## config.mk

```make
export PLATFORM = sky130hd
export DESIGN_NAME = bus_cmd_ctrl
export DESIGN_NICKNAME = d
export VERILOG_FILES = /design/src/rtl/bus_cmd_ctrl.sv
export SDC_FILE = /design/constraint.sdc
export NUM_CORES = 1
export LEC_CHECK = 0
export BUFFER_PORTS_ARGS = -buffer_cell sky130_fd_sc_hd__buf_2
export CAP_MARGIN = 40
export CORE_MARGIN = 5
export CORE_UTILIZATION = 25
export CTS_CLUSTER_DIAMETER = 100
export DETAILED_ROUTE_END_ITERATION = 7
export PLACE_DENSITY = 0.47
export SYNTH_ARGS = -nofsm -noshare
export SYNTH_HDL_FRONTEND = slang
export SYNTH_SLANG_ARGS = --single-unit
```

## constraint.sdc

```tcl
create_clock -name clk -period 5.9 [get_ports clk]
set_input_delay 0.59 -clock clk [delete_from_list [all_inputs] [get_ports clk]]
set_output_delay 0.59 -clock clk [all_outputs]
set_load 0.005 [all_outputs]
```

## src/rtl/bus_cmd_ctrl.sv

```systemverilog
// rtl/bus_cmd_ctrl.sv - 8288-style bus command controller with programmable width, wait states and timeout
// Option macro: BUS_CMD_ADV_WRITE_EN (write commands also assert in T1)
module bus_cmd_ctrl #(
    parameter int CMD_CYCLES = 2,
    parameter int MAX_WAIT   = 15
) (
    input  logic       clk,
    input  logic       rst,
    input  logic [2:0] s_n,
    input  logic       aen_n,
    input  logic       cen,
    input  logic       rdy,
    output logic       mrdc_n,
    output logic       mwtc_n,
    output logic       iorc_n,
    output logic       iowc_n,
    output logic       inta_n,
    output logic       ale,
    output logic       den,
    output logic       dtr,
    output logic       busy,
    output logic       timeout
);

    localparam int CW = $clog2(CMD_CYCLES + 1);
    localparam int WW = $clog2(MAX_WAIT + 1);
    localparam logic [CW-1:0] CNT_LAST  = CW'(CMD_CYCLES - 1);
    localparam logic [WW-1:0] WAIT_LAST = WW'(MAX_WAIT);

    typedef enum logic [1:0] {S_IDLE, S_T1, S_TC, S_TE} state_t;
    typedef enum logic [2:0] {TY_NONE, TY_INTA, TY_IOR, TY_IOW, TY_MRD, TY_MWT} typ_t;

    state_t          state_q, state_d;
    typ_t            typ_q, dec_typ;
    logic [CW-1:0]   cnt_q;
    logic [WW-1:0]   wcnt_q;
    logic            to_flag_q;
    logic            req;
    logic            cnt_done;
    logic            is_rd, is_wr;
    logic            cmd_on;
    logic            ale_raw, den_raw, dtr_raw, to_raw;

    always_comb begin
        dec_typ = TY_NONE;
        case (s_n)
            3'b000:         dec_typ = TY_INTA;
            3'b001:         dec_typ = TY_IOR;
            3'b010:         dec_typ = TY_IOW;
            3'b100, 3'b101: dec_typ = TY_MRD;
            3'b110:         dec_typ = TY_MWT;
            default:        dec_typ = TY_NONE;
        endcase
    end

    assign req      = !aen_n && (dec_typ != TY_NONE);
    assign cnt_done = (cnt_q >= CNT_LAST);
    assign is_rd    = (typ_q == TY_INTA) || (typ_q == TY_IOR) || (typ_q == TY_MRD);
    assign is_wr    = (typ_q == TY_IOW) || (typ_q == TY_MWT);

    always_ff @(posedge clk) begin
        if (rst) state_q <= S_IDLE;
        else     state_q <= state_d;
    end

    always_comb begin
        state_d = state_q;
        case (state_q)
            S_IDLE: if (req) state_d = S_T1;
            S_T1:   state_d = S_TC;
            S_TC: begin
                if (cnt_done && (rdy || (wcnt_q == WAIT_LAST)))
                    state_d = S_TE;
            end
            S_TE:   state_d = S_IDLE;
            default: state_d = S_IDLE;
        endcase
    end

    // Counters saturate by construction: the FSM leaves TC before either could pass its limit.
    always_ff @(posedge clk) begin
        if (rst) begin
            typ_q     <= TY_NONE;
            cnt_q     <= '0;
            wcnt_q    <= '0;
            to_flag_q <= 1'b0;
        end else begin
            case (state_q)
                S_IDLE: if (req) typ_q <= dec_typ;
                S_T1: begin
                    cnt_q  <= '0;
                    wcnt_q <= '0;
                end
                S_TC: begin
                    if (!cnt_done)
                        cnt_q <= cnt_q + 1'b1;
                    else if (!rdy) begin
                        if (wcnt_q == WAIT_LAST) to_flag_q <= 1'b1;
                        else                     wcnt_q    <= wcnt_q + 1'b1;
                    end
                end
                S_TE: begin
                    to_flag_q <= 1'b0;
                    typ_q     <= TY_NONE;
                end
                default: ;
            endcase
        end
    end

    always_comb begin
        cmd_on  = 1'b0;
        ale_raw = 1'b0;
        den_raw = 1'b0;
        dtr_raw = 1'b1;
        to_raw  = 1'b0;
        case (state_q)
            S_IDLE: ale_raw = req;
            S_T1: begin
`ifdef BUS_CMD_ADV_WRITE_EN
                cmd_on  = is_rd || is_wr;
`else
                cmd_on  = is_rd;
`endif
                den_raw = is_wr;
                dtr_raw = !is_rd;
            end
            S_TC: begin
                cmd_on  = 1'b1;
                den_raw = 1'b1;
                dtr_raw = !is_rd;
            end
            S_TE:   to_raw = to_flag_q;
            default: ;
        endcase
    end

    // cen gates only the pins; the FSM keeps sequencing underneath.
    assign mrdc_n  = !(cen && cmd_on && (typ_q == TY_MRD));
    assign mwtc_n  = !(cen && cmd_on && (typ_q == TY_MWT));
    assign iorc_n  = !(cen && cmd_on && (typ_q == TY_IOR));
    assign iowc_n  = !(cen && cmd_on && (typ_q == TY_IOW));
    assign inta_n  = !(cen && cmd_on && (typ_q == TY_INTA));
    assign ale     = cen && ale_raw;
    assign den     = cen && den_raw;
    assign dtr     = !cen || dtr_raw;
    assign timeout = cen && to_raw;
    assign busy    = (state_q != S_IDLE);

endmodule

```

After elaboration in Yosys (flattened, before gate mapping)
Cells that the tools add are included.
{"block": "op_classes", "reduce_logical": 38, "add_sub_neg": 2, "n_lt_le_gt_ge": 1, "mux": 21, "eq_ne": 21}
{"operator": "== test 3 bit, second input constant", "count": 5}
{"operator": "one-hot mux 3 bit (5 select lines)", "count": 1}
{"operator": "inequality test 2 bit, second input constant", "count": 7}
{"operator": "two-way mux 4 bit", "count": 3}
{"operator": "logical AND 1 bit", "count": 11}
{"operator": "== test 3 x 2 -> 1 bit, second input constant", "count": 3}
{"operator": "logical NOT 1 bit", "count": 8}
{"operator": "one-hot mux 2 bit (4 select lines)", "count": 1}
{"operator": "one-hot mux 4 bit (2 select lines)", "count": 1}
{"operator": "AND reduction 4 bit", "count": 2}
{"operator": "nonzero test 2 bit", "count": 4}
{"operator": "== test 3 x 1 -> 1 bit, second input constant", "count": 2}
{"operator": "two-way mux 1 bit", "count": 6}
{"operator": "two-way mux 2 bit", "count": 3}
{"operator": "one-hot mux 1 bit (2 select lines)", "count": 3}
{"operator": "one-hot mux 3 bit (2 select lines)", "count": 1}
{"operator": "AND reduction 2 bit", "count": 3}
{"operator": "logical OR 1 bit", "count": 5}
{"operator": "adder 4 x 1 -> 4 bit, second input constant", "count": 1}
{"operator": "== test 2 bit, second input constant", "count": 2}
{"operator": "== test 4 bit, second input constant", "count": 1}
{"operator": "one-hot mux 2 bit (2 select lines)", "count": 1}
{"operator": "OR reduction 2 bit", "count": 2}
{"operator": "logical NOT 3 bit", "count": 1}
{"operator": "6 further kinds", "count": 6}
{"block": "word_totals", "in_bits": 8, "ff_bits": 12, "wordCells": 88}

Logic depth before layout (Yosys ltp)
Gate-level depths: netlist of run 1.
{"block": "depth", "word_depth": 7, "ltp_mapped": 6, "ltp_nobuf": 5}

Worst setup path after synthesis of run 1
Ideal clock, no wire load.
{"block": "synth_path", "kind": "reg-to-reg", "startpoint": "register state_q[0]", "endpoint": "register wcnt_q[3]", "arrival_time_ns": 1.844, "n_path_buf": 1, "stages_incl_launch_ff": 7, "setup_slack_ns": 3.961, "period_less_slack_ns": 1.939, "cell_sequence": "dfxtp_1 inv_1 ha_1 or3b_1 clkbuf_2 or3_1 a221oi_1"}
{"block": "synth_between", "elab_chain_cells": 3, "word_cells_on_any_way": 8, "classes_between": "eq/ne (5); mux (1); reduce/logical (2)"}
{"element": "from (decl)", "line_no": "33", "rtl": "state_t state_q, state_d;"}
{"element": "from (signal assigned)", "line_no": "63", "rtl": "else state_q <= state_d;"}
{"element": "== test 2 bit or == test 2 x 1 -> 1 bit (tied branches)", "line_no": "88", "rtl": "case (state_q)"}
{"element": "inequality test 2 bit (no source line) or nonzero test 2 bit (tied branches)"}
{"element": "AND reduction 4 bit (no source line)"}
{"element": "to (signal assigned)", "line_no": "99", "rtl": "else wcnt_q <= wcnt_q + 1'b1;"}
{"element": "to (decl)", "line_no": "36", "rtl": "logic [WW-1:0] wcnt_q;"}
Parallel ways exist; a longest one is shown, timed or not.
A chain may end at the register's enable or synchronous reset.

Worst setup path in the final report of run 1
{"block": "layout_path", "startpoint": "register state_q[1]", "endpoint": "output port mwtc_n"}
{"block": "layout_between", "elab_chain_cells": 5, "word_cells_on_any_way": 6, "classes_between": "eq/ne (2); mux (1); reduce/logical (3)"}
{"element": "== test 2 bit or == test 2 x 1 -> 1 bit (tied branches)", "line_no": "117", "rtl": "case (state_q)"}
{"element": "one-hot mux 1 bit (2 select lines) (*)", "line_no": "117"}
{"element": "logical AND 1 bit (*) (2 in series)", "line_no": "140", "rtl": "assign mwtc_n = !(cen && cmd_on && (typ_q == TY_MWT));"}
{"element": "logical NOT 1 bit (*)", "line_no": "140"}
{"element": "to (decl)", "line_no": "14", "rtl": "output logic mwtc_n,"}
Every way passes the cells marked *; elsewhere a longest branch is shown, timed or not.

==> results of run 1 <==
==> synthesized netlist by cell type (all sizes together) (2+ instances only) <==
cell | n | area (µm²)
nand2b | 3 | 18.8
nor2 | 5 | 18.8
dfxtp | 12 | 240
nand3 | 4 | 20.0
inv | 9 | 33.8
xor2 | 2 | 17.5
mux2 | 2 | 22.5
clkbuf | 6 | 23.8
mux2i | 5 | 50.1
and3 | 3 | 18.8
nor2b | 3 | 18.8
o21ai | 2 | 10.0
a221oi | 3 | 26.3
nor3b | 2 | 15.0
or3 | 4 | 25.0
a2111oi | 2 | 17.5
nand2 | 5 | 18.8
o31ai | 2 | 15.0
a21oi | 4 | 20.0
or2b | 2 | 15.0
ha | 7 | 87.6
==> cells by family (layout without fill, tap and decap cells) <==
group	count (synthesis)	count (layout)	share of synthesized area (%)
AO/OA/AOI/OAI	21	21	17.9
flip-flops	12	12	28.2
buffers and inverters	15	30	6.76
adder cells (fa/ha/maj)	7	7	10.3
XOR/XNOR	3	3	3.09
AND/OR/NAND/NOR	37	37	25.1
multiplexers	7	7	8.53
==> layout by cell type, fill, tap and decap left out, types with 4 or more instances in the layout <==
| cell | netlist | routed |
|---|---|---|
| buf_2 | 0 | 17 |
| dfxtp_1 | 12 | 12 |
| inv_1 | 9 | 9 |
| ha_1 | 7 | 7 |
| nand2_1 | 5 | 5 |
| nor2_1 | 5 | 5 |
| mux2i_1 | 5 | 5 |
| nand3_1 | 4 | 4 |
| a21oi_1 | 4 | 4 |
| or3_1 | 4 | 4 |
==> final timing paths <==
| path | start | to | slack, ns | cells after the start |
|---|---|---|---|---|
| worst min register to register | cnt_q[0] | cnt_q[0] | 0.47 | 2 |
| worst max-delay path | state_q[1] | mwtc_n | 3.46 | 6 |
| worst max register to register | state_q[1] | wcnt_q[2] | 3.77 | 5 |
| worst min-delay path | cnt_q[0] | cnt_q[0] | 0.47 | 2 |
==> worst max-delay path: stages, from the launching register on <==
cell and delay, ns:
dfxtp_1 0.39, inv_1 0.10, ha_1 0.41, nand2_1 0.15, nor3b_1 0.28, nand3_1 0.11
buf_2 0.15
==> power by group through the flow <==
stage               combinational, mW  clock, mW  sequential (mW)
CTS                             0.158     0.0704            0.107
global route                    0.181     0.0743            0.110
floorplan                       0.122          0            0.102
global placement                0.155          0            0.107
detailed placement              0.158          0            0.108
finish                          0.157     0.0668            0.107
==> sequential cells by signal, indices dropped and copies added (netlist names) <==
signal,count
typ_q,3
to_flag_q,1
wcnt_q,4
state_q,2
cnt_q,2
==> metal layers <==
layer | wire, µm | vias up
met5 | 0 | -
met4 | 0 | 0
met3 | 123 | 0
met2 | 861 | 15
met1 | 1020 | 375
li1 | - | 396
==> per-stage QoR <==
stage                     worst slack, ns  instance area (µm²)  power (mW)
after floorplan                      3.96                  851       0.225
after global placement               3.84                  970       0.262
after detailed placement             3.78                  970       0.266
after CTS                            3.44                 1010       0.335
after global routing                 3.20                 1010       0.365
final                                3.46                 1010       0.331
==> cell type report <==
class / instances / area share, %
Clock buffer: 4 / 3.61
Inverter: 9 / 3.36
Multi-Input combinational cell: 75 / 55.0
Sequential cell: 12 / 23.9
Tap cell: 46 / 5.72
Timing Repair Buffer: 17 / 8.46
==> flow_metrics.py, run 1 <==
metrics = {
    "detailed_routing": {
        "wire_per_inst_um": 12.3,
        "first_pass_iters": 4,
        "via_count": 786,
        "ant_nets": 0,
        "viasPerCell": 4.82,
        "drc_errors": 0,
        "drt_iter0_drc": 56,
        "wl_um": 2010,
    },
    "global_route": {
        "antenna_found_initial": 0,
        "grt_first_pass_wirelength_um": 3510,
        "grt_pass1_vias": 766,
        "grt_busiest_layer": "met2",
        "grt_use_met3_pct": 4.11,
        "grtUsageTotal_pct": 10.1,
        "met2_usage_pct": 15.2,
        "grt.overflow.total": 0,
        "grt_max_degree": 18,
        "grt_use_met1_pct": 13.9,
    },
    "clock_network": {
        "cts-root-buf": "clkbuf_4",
        "cts_resized": 0,
        "numCtsBuffers": 3,
        "htree_levels": 1,
        "cts_tree": "done",
        "cts_buffer_depth": 2,
        "cts.clk_slew.worst_paths_ns": 0.08,
        "worstSkewPairLatency_ns": 0.27,
        "postCtsHoldBufs": 0,
        "postCtsSetupRepairBufs": 0,
        "cts.sinks": 12,
    },
    "power_and_ir_drop": {
        "irDropWorstVdd_mv": 0.110,
        "sw_frac_of_total_pct": 40.3,
        "clockPowerShare_pct": 20.2,
        "p_switching_mw": 0.133,
        "seq_power_share_pct": 32.3,
        "comb_power_share_pct": 47.5,
        "power.leakage_nw": 0.406,
        "power.internal_mw": 0.197,
        "pwr_density_cell_nw_per_um2": 329,
    },
    "floorplan": {
        "die-area_um2": 4670,
        "die_y_um": 68.3,
        "pin_count": 18,
        "start_util_pct": 25.7,
        "die_x_um": 68.3,
        "core_area_um2": 3310,
        "fp-row-count": 21,
    },
    "critical_path": {
        "cp-end-kind": "output port",
        "worstSetupPathType": "reg2out",
        "cp-start-kind": "flop",
        "cp_data_required_time_ns": 5.31,
        "cp.arrival_ns": 1.85,
        "path_max_fanout": 8,
    },
    "final_layout": {
        "diodes": 0,
        "fillers": 379,
        "areaGrowthSynthToFinish_pct": 18.2,
        "drive_gt1_share_pct": 19.7,
        "nNetsFinal": 133,
        "fin_util_pct": 30.4,
        "seq_area_um2": 240,
        "multi_input_area_um2": 553,
        "final-instance-count-excl-fill": 163,
    },
    "timing": {
        "holdWs_ns": 0.467,
        "relSlewSlack_pct": 71.6,
        "period_share_pct": 41.4,
        "drv_slew": 0,
        "skew_ns": 0.00155,
        "hold_viol": 0,
        "rsz0062_at_grt": "false",
        "tightest_slew_ns": 0.426,
        "finalSetupViolations": 0,
        "setup_tns_ns": 0,
        "timing.fmax_mhz": 410,
        "finalCriticalPeriod_ns": 2.44,
    },
    "yosys": {
        "synthesis.nets": 117,
        "yosysSeqAreaShare_pct": 28.2,
        "ys_seq_elements": 12,
        "yosys_warnings": 0,
        "synth_cell_types": 37,
        "netlist_area_um2": 851,
        "syn_avg_cell_area_um2": 8.34,
        "synth_ff_type": "dfxtp_1",
        "netlist_instances": 102,
        "synth_edf_count": 0,
        "synth-async-reset-ratio_pct": 0,
    },
    "placed_design": {
        "io_buffers": 17,
        "dp_hpwl_um": 1600,
        "gp_congestion": 0.723,
        "place_inst": 159,
    },
    "job": {
        "cap_violations": 0,
    },
    "hold_path": {
        "hold_path.class": "reg2reg",
    },
    "status": {
        "status": "completed",
    },
}
(Power assumes the default switching activity.)
==> inputs of run 2 (changes only) <==
PLACE_DENSITY = 0.48   (was 0.47)
clock period = 2.05 ns   (was 5.9 ns; I/O delays follow)
==> run 2 against run 1 <==
Setup slack worse by 3.3 ns. Sequential power rose to 2.9 times the previous value. Critical path type is now reg2reg. Sequential share of layout area down 0.67 points. Largest power group unchanged. Utilization up 1.2 points.
==> flow_metrics.py, run 2 (same netlist as run 1, synthesis figures left out) <==
metrics = {
    "status": {
        "status": "completed",
    },
    "clock_network": {
        "cts.sinks": 12,
        "htree_levels": 1,
        "cts_tree": "done",
        "cts_buffer_depth": 2,
        "cts-root-buf": "clkbuf_4",
        "cts.clk_slew.worst_paths_ns": 0.09,
        "numCtsBuffers": 3,
        "worstSkewPairLatency_ns": 0.28,
    },
    "timing": {
        "finalCriticalPeriod_ns": 1.92,
        "skew_ns": 0.00657,
        "holdWs_ns": 0.241,
        "timing.fmax_mhz": 521,
        "finalSetupViolations": 0,
        "setup_tns_ns": 0,
        "hold_viol": 0,
        "period_share_pct": 93.6,
        "relSlewSlack_pct": 71.9,
        "tightest_slew_ns": 0.411,
        "rsz0062_at_grt": "false",
        "drv_slew": 0,
    },
    "floorplan": {
        "die-area_um2": 4670,
        "pin_count": 18,
        "fp-row-count": 21,
        "die_x_um": 68.3,
        "die_y_um": 68.3,
        "core_area_um2": 3310,
        "start_util_pct": 25.7,
    },
    "final_layout": {
        "final_area_um2": 1050,
        "largest_reg_flops": 4,
        "layout.cells.most_common_list": "buf_2, dfxtp_1, inv_1, ha_1",
        "nNetsFinal": 137,
        "fillers": 376,
        "areaGrowthSynthToFinish_pct": 22.9,
        "final-instance-count-excl-fill": 167,
        "reg_top3": "wcnt_q (4), typ_q (3)",
        "final_common_cell": "buf_2",
        "drive_gt1_share_pct": 25.6,
        "max_flop_register": "wcnt_q",
        "diodes": 0,
    },
    "placed_design": {
        "dp_hpwl_um": 1610,
        "io_buffers": 17,
        "gp_congestion": 0.699,
        "postPlaceCellArea_um2": 992,
        "place_inst": 162,
    },
    "global_route": {
        "grt_pass1_vias": 746,
        "grt_first_pass_wirelength_um": 3540,
        "grt.overflow.total": 0,
        "grtUsageTotal_pct": 10.2,
        "antenna_found_initial": 0,
        "grt_max_degree": 18,
    },
    "power_and_ir_drop": {
        "seq_power_share_pct": 30.1,
        "comb_power_share_pct": 50.7,
        "sw_frac_of_total_pct": 40.4,
        "power_mw": 1.03,
        "irDropWorstVdd_mv": 0.330,
        "power.leakage_nw": 0.428,
        "power.internal_mw": 0.613,
        "clockPowerShare_pct": 19.2,
        "p_switching_mw": 0.415,
        "pwr_density_cell_nw_per_um2": 983,
    },
    "critical_path": {
        "worstSetupPathType": "reg2reg",
        "path_max_fanout": 8,
        "cp-end-kind": "flop",
        "reg2reg_depth": 5,
        "cp_data_required_time_ns": 2.23,
        "cp-start-kind": "flop",
        "cp.arrival_ns": 2.10,
        "r2r_setup_slack_ns": 0.13,
    },
    "hold_path": {
        "hold_path.class": "in2reg",
        "holdPathStages": 3,
    },
    "detailed_routing": {
        "via_count": 782,
        "wl_um": 2150,
        "drc_errors": 0,
        "viasPerCell": 4.68,
        "first_pass_iters": 4,
        "drt_iter0_drc": 16,
        "wire_per_inst_um": 12.9,
        "ant_nets": 0,
    },
    "job": {
        "cap_violations": 0,
    },
}
## run 2: worst max-delay path: stages, from the launching register on
cell and delay, ns:
dfxtp_2 0.36, inv_1 0.07, ha_1 0.29, or3b_1 0.47, or3_1 0.38, a221oi_1 0.25
## run 2: worst paths after layout
path | start | endpoint
hold / removal | s_n[2] | typ_q[1]
hold reg to reg | cnt_q[0] | cnt_q[0]
setup / recovery | state_q[1] | wcnt_q[3]
setup reg to reg | state_q[1] | wcnt_q[3]
## run 2: power by group through the flow
stage	Sequential [mW]	Clock (mW)	Combinational (mW)
after global routing	0.315	0.225	0.585
final	0.309	0.197	0.521
after detailed placement	0.315	0	0.498
after global placement	0.309	0	0.494
after floorplan	0.295	0	0.352
after CTS	0.309	0.206	0.505
## run 2: stage by stage
stage               setup slack [ns]  util (%)
floorplan                      0.111         -
global placement               0.156      30.0
detailed placement            0.0936      30.0
CTS                           0.0311      31.2
global route                  0.0115      31.6
finish                         0.131      31.6
## run 2: area by class of cell
type	count	area (µm²)	share of cell area, %
Timing Repair Buffer	21	115	11.0
Sequential cell	12	243	23.2
Tap cell	46	57.6	5.50
Clock buffer	4	36.3	3.47
Multi-Input combinational cell	75	561	53.6
Inverter	9	33.8	3.23
## run 2: per-layer routing
| layer | up-vias | GRT usage, % | share of wire [%] |
|---|---|---|---|
| li1 | 403 | - | - |
| met1 | 362 | 12.8 | 49 |
| met2 | 15 | 16.1 | 45 |
| met3 | 2 | 4.27 | 6.1 |
| met4 | 0 | 2.23 | 0.51 |
| met5 | - | 0 | 0 |
## run 2: repair_timing
item | CTS | global route
hold endpoints to repair | 0 | 0
setup endpoints to repair | 1 | 7
resized for setup | 1 | 3
setup buffers | 0 | 1
hold buffers | 0 | 0
pin swaps | 0 | 1
==> inputs of run 3 (changes only) <==
CELL_PAD_IN_SITES_DETAIL_PLACEMENT = 1   (was default)
CELL_PAD_IN_SITES_GLOBAL_PLACEMENT = 1   (was default)
PLACE_DENSITY = 0.6   (was 0.48)
==> run 3 against run 2 <==
Hold slack got worse by 0.0077 ns. Utilization fell by 0.64 points. Register-to-register slack barely moved. Sequential cell count did not move. Largest cell class unchanged. Largest power group unchanged.
==> flow_metrics.py, run 3 (same netlist as run 1, synthesis figures left out) <==
metrics = {
    "clock_network": {
        "cts_buffer_depth": 2,
        "cts.clk_slew.worst_paths_ns": 0.07,
        "cts.sinks": 12,
        "postCtsHoldBufs": 0,
        "worstSkewPairLatency_ns": 0.27,
        "postCtsSetupRepairBufs": 0,
        "htree_levels": 1,
        "numCtsBuffers": 3,
        "cts_tree": "done",
        "cts-root-buf": "clkbuf_4",
    },
    "detailed_routing": {
        "drc_errors": 0,
        "first_pass_iters": 4,
        "wire_per_inst_um": 13.9,
        "via_count": 805,
        "ant_nets": 0,
        "viasPerCell": 4.88,
        "drt_iter0_drc": 14,
        "wl_um": 2300,
    },
    "power_and_ir_drop": {
        "pwr_density_cell_nw_per_um2": 944,
        "power_mw": 0.968,
        "power.leakage_nw": 0.412,
        "irDropWorstVdd_mv": 0.306,
    },
    "global_route": {
        "antenna_found_initial": 0,
        "grt_pass1_vias": 806,
        "grt_max_degree": 18,
        "grt_first_pass_wirelength_um": 3800,
        "grt.overflow.total": 0,
        "grtUsageTotal_pct": 10.8,
    },
    "final_layout": {
        "reg_top3": "wcnt_q (4), typ_q (3)",
        "nNetsFinal": 136,
        "largest_reg_flops": 4,
        "layout.cells.most_common_list": "buf_2, dfxtp_1, inv_1, ha_1",
        "final_area_um2": 1020,
        "drive_gt1_share_pct": 24.4,
        "diodes": 0,
        "max_flop_register": "wcnt_q",
        "areaGrowthSynthToFinish_pct": 20.4,
        "fillers": 424,
        "final_common_cell": "buf_2",
    },
    "floorplan": {
        "fp-row-count": 21,
        "die_x_um": 68.3,
        "core_area_um2": 3310,
        "die-area_um2": 4670,
        "start_util_pct": 25.7,
        "pin_count": 18,
        "die_y_um": 68.3,
    },
    "critical_path": {
        "cp-end-kind": "output port",
        "cp-start-kind": "flop",
        "path_max_fanout": 7,
        "cp_data_required_time_ns": 1.85,
        "cp.arrival_ns": 1.72,
        "worstSetupPathType": "reg2out",
    },
    "placed_design": {
        "dp_hpwl_um": 1840,
        "io_buffers": 17,
        "place_ws_ns": 0.0866,
        "postPlaceCellArea_um2": 992,
        "gp_congestion": 0.774,
    },
    "timing": {
        "tightest_slew_ns": 0.462,
        "rsz0062_at_grt": "false",
        "hold_viol": 0,
        "timing.fmax_mhz": 520,
        "period_share_pct": 93.8,
        "skew_ns": 0.000858,
        "relSlewSlack_pct": 68.4,
        "setup_tns_ns": 0,
        "setup_ws_ns": 0.127,
        "finalSetupViolations": 0,
        "drv_slew": 0,
        "finalCriticalPeriod_ns": 1.92,
    },
    "status": {
        "status": "completed",
    },
    "job": {
        "cap_violations": 0,
    },
    "hold_path": {
        "hold_path.class": "in2reg",
    },
}
## run 3: changes by cell type in the layout (fill, tap and decap cells not counted), sizes merged
cell    before  now
buf         21   20
clkbuf       4    3
## run 3: path summary, 6_finish.rpt
path,from,to,slack (ns),depth (start not counted)
setup / recovery,state_q[0],iorc_n,0.13,7
hold reg to reg,cnt_q[0],cnt_q[0],0.47,2
setup reg to reg,state_q[0],wcnt_q[3],0.13,5
hold / removal,s_n[2],typ_q[1],0.23,3
## run 3: final cells by class
type                       instances  area, µm²  area share, %
multi-input combinational         75        561           54.7
sequential                        12        243           23.7
timing repair buffer              20        108           10.5
tap                               46       57.6           5.62
inverter                           9       33.8           3.30
clock buffer                       3       22.5           2.20
## run 3: layer usage
metal	global-route usage, %	wire length (µm)	vias up
li1	-	-	404
met1	13.4	1080	378
met2	17.6	1030	19
met3	3.78	157	4
met4	2.98	27	0
met5	0	0	-
## run 3: timing repair
action                                 in CTS  in global routing
endpoints found under the hold margin       0                  0
pin swaps                                   0                  0
setup endpoints to repair                   1                  5
gates resized for setup                     1                  3
cloned                                      0                  0
## run 3: per-stage QoR
step / utilization, % / cells / hold slack (ns)
after floorplan: - / 102 / 0.382
after global placement: 30.0 / 162 / 0.439
after detailed placement: 30.0 / 162 / 0.460
after CTS: 30.8 / 165 / 0.224
after global routing: 31.0 / 165 / 0.246
final: 31.0 / 165 / 0.233
## run 3: critical path: stages (launching register included)
cell and delay (ns):
dfxtp_2 0.36, inv_1 0.08, ha_1 0.29, buf_4 0.15, nand2_1 0.12, nor3_1 0.20
nand3b_1 0.10, buf_2 0.14
## run 3: power by group
group,internal (mW),total [mW],switching (mW)
clock,0.0680,0.146,0.0782
sequential,0.272,0.312,0.0408
combinational,0.226,0.509,0.283
total,0.565,0.968,0.402
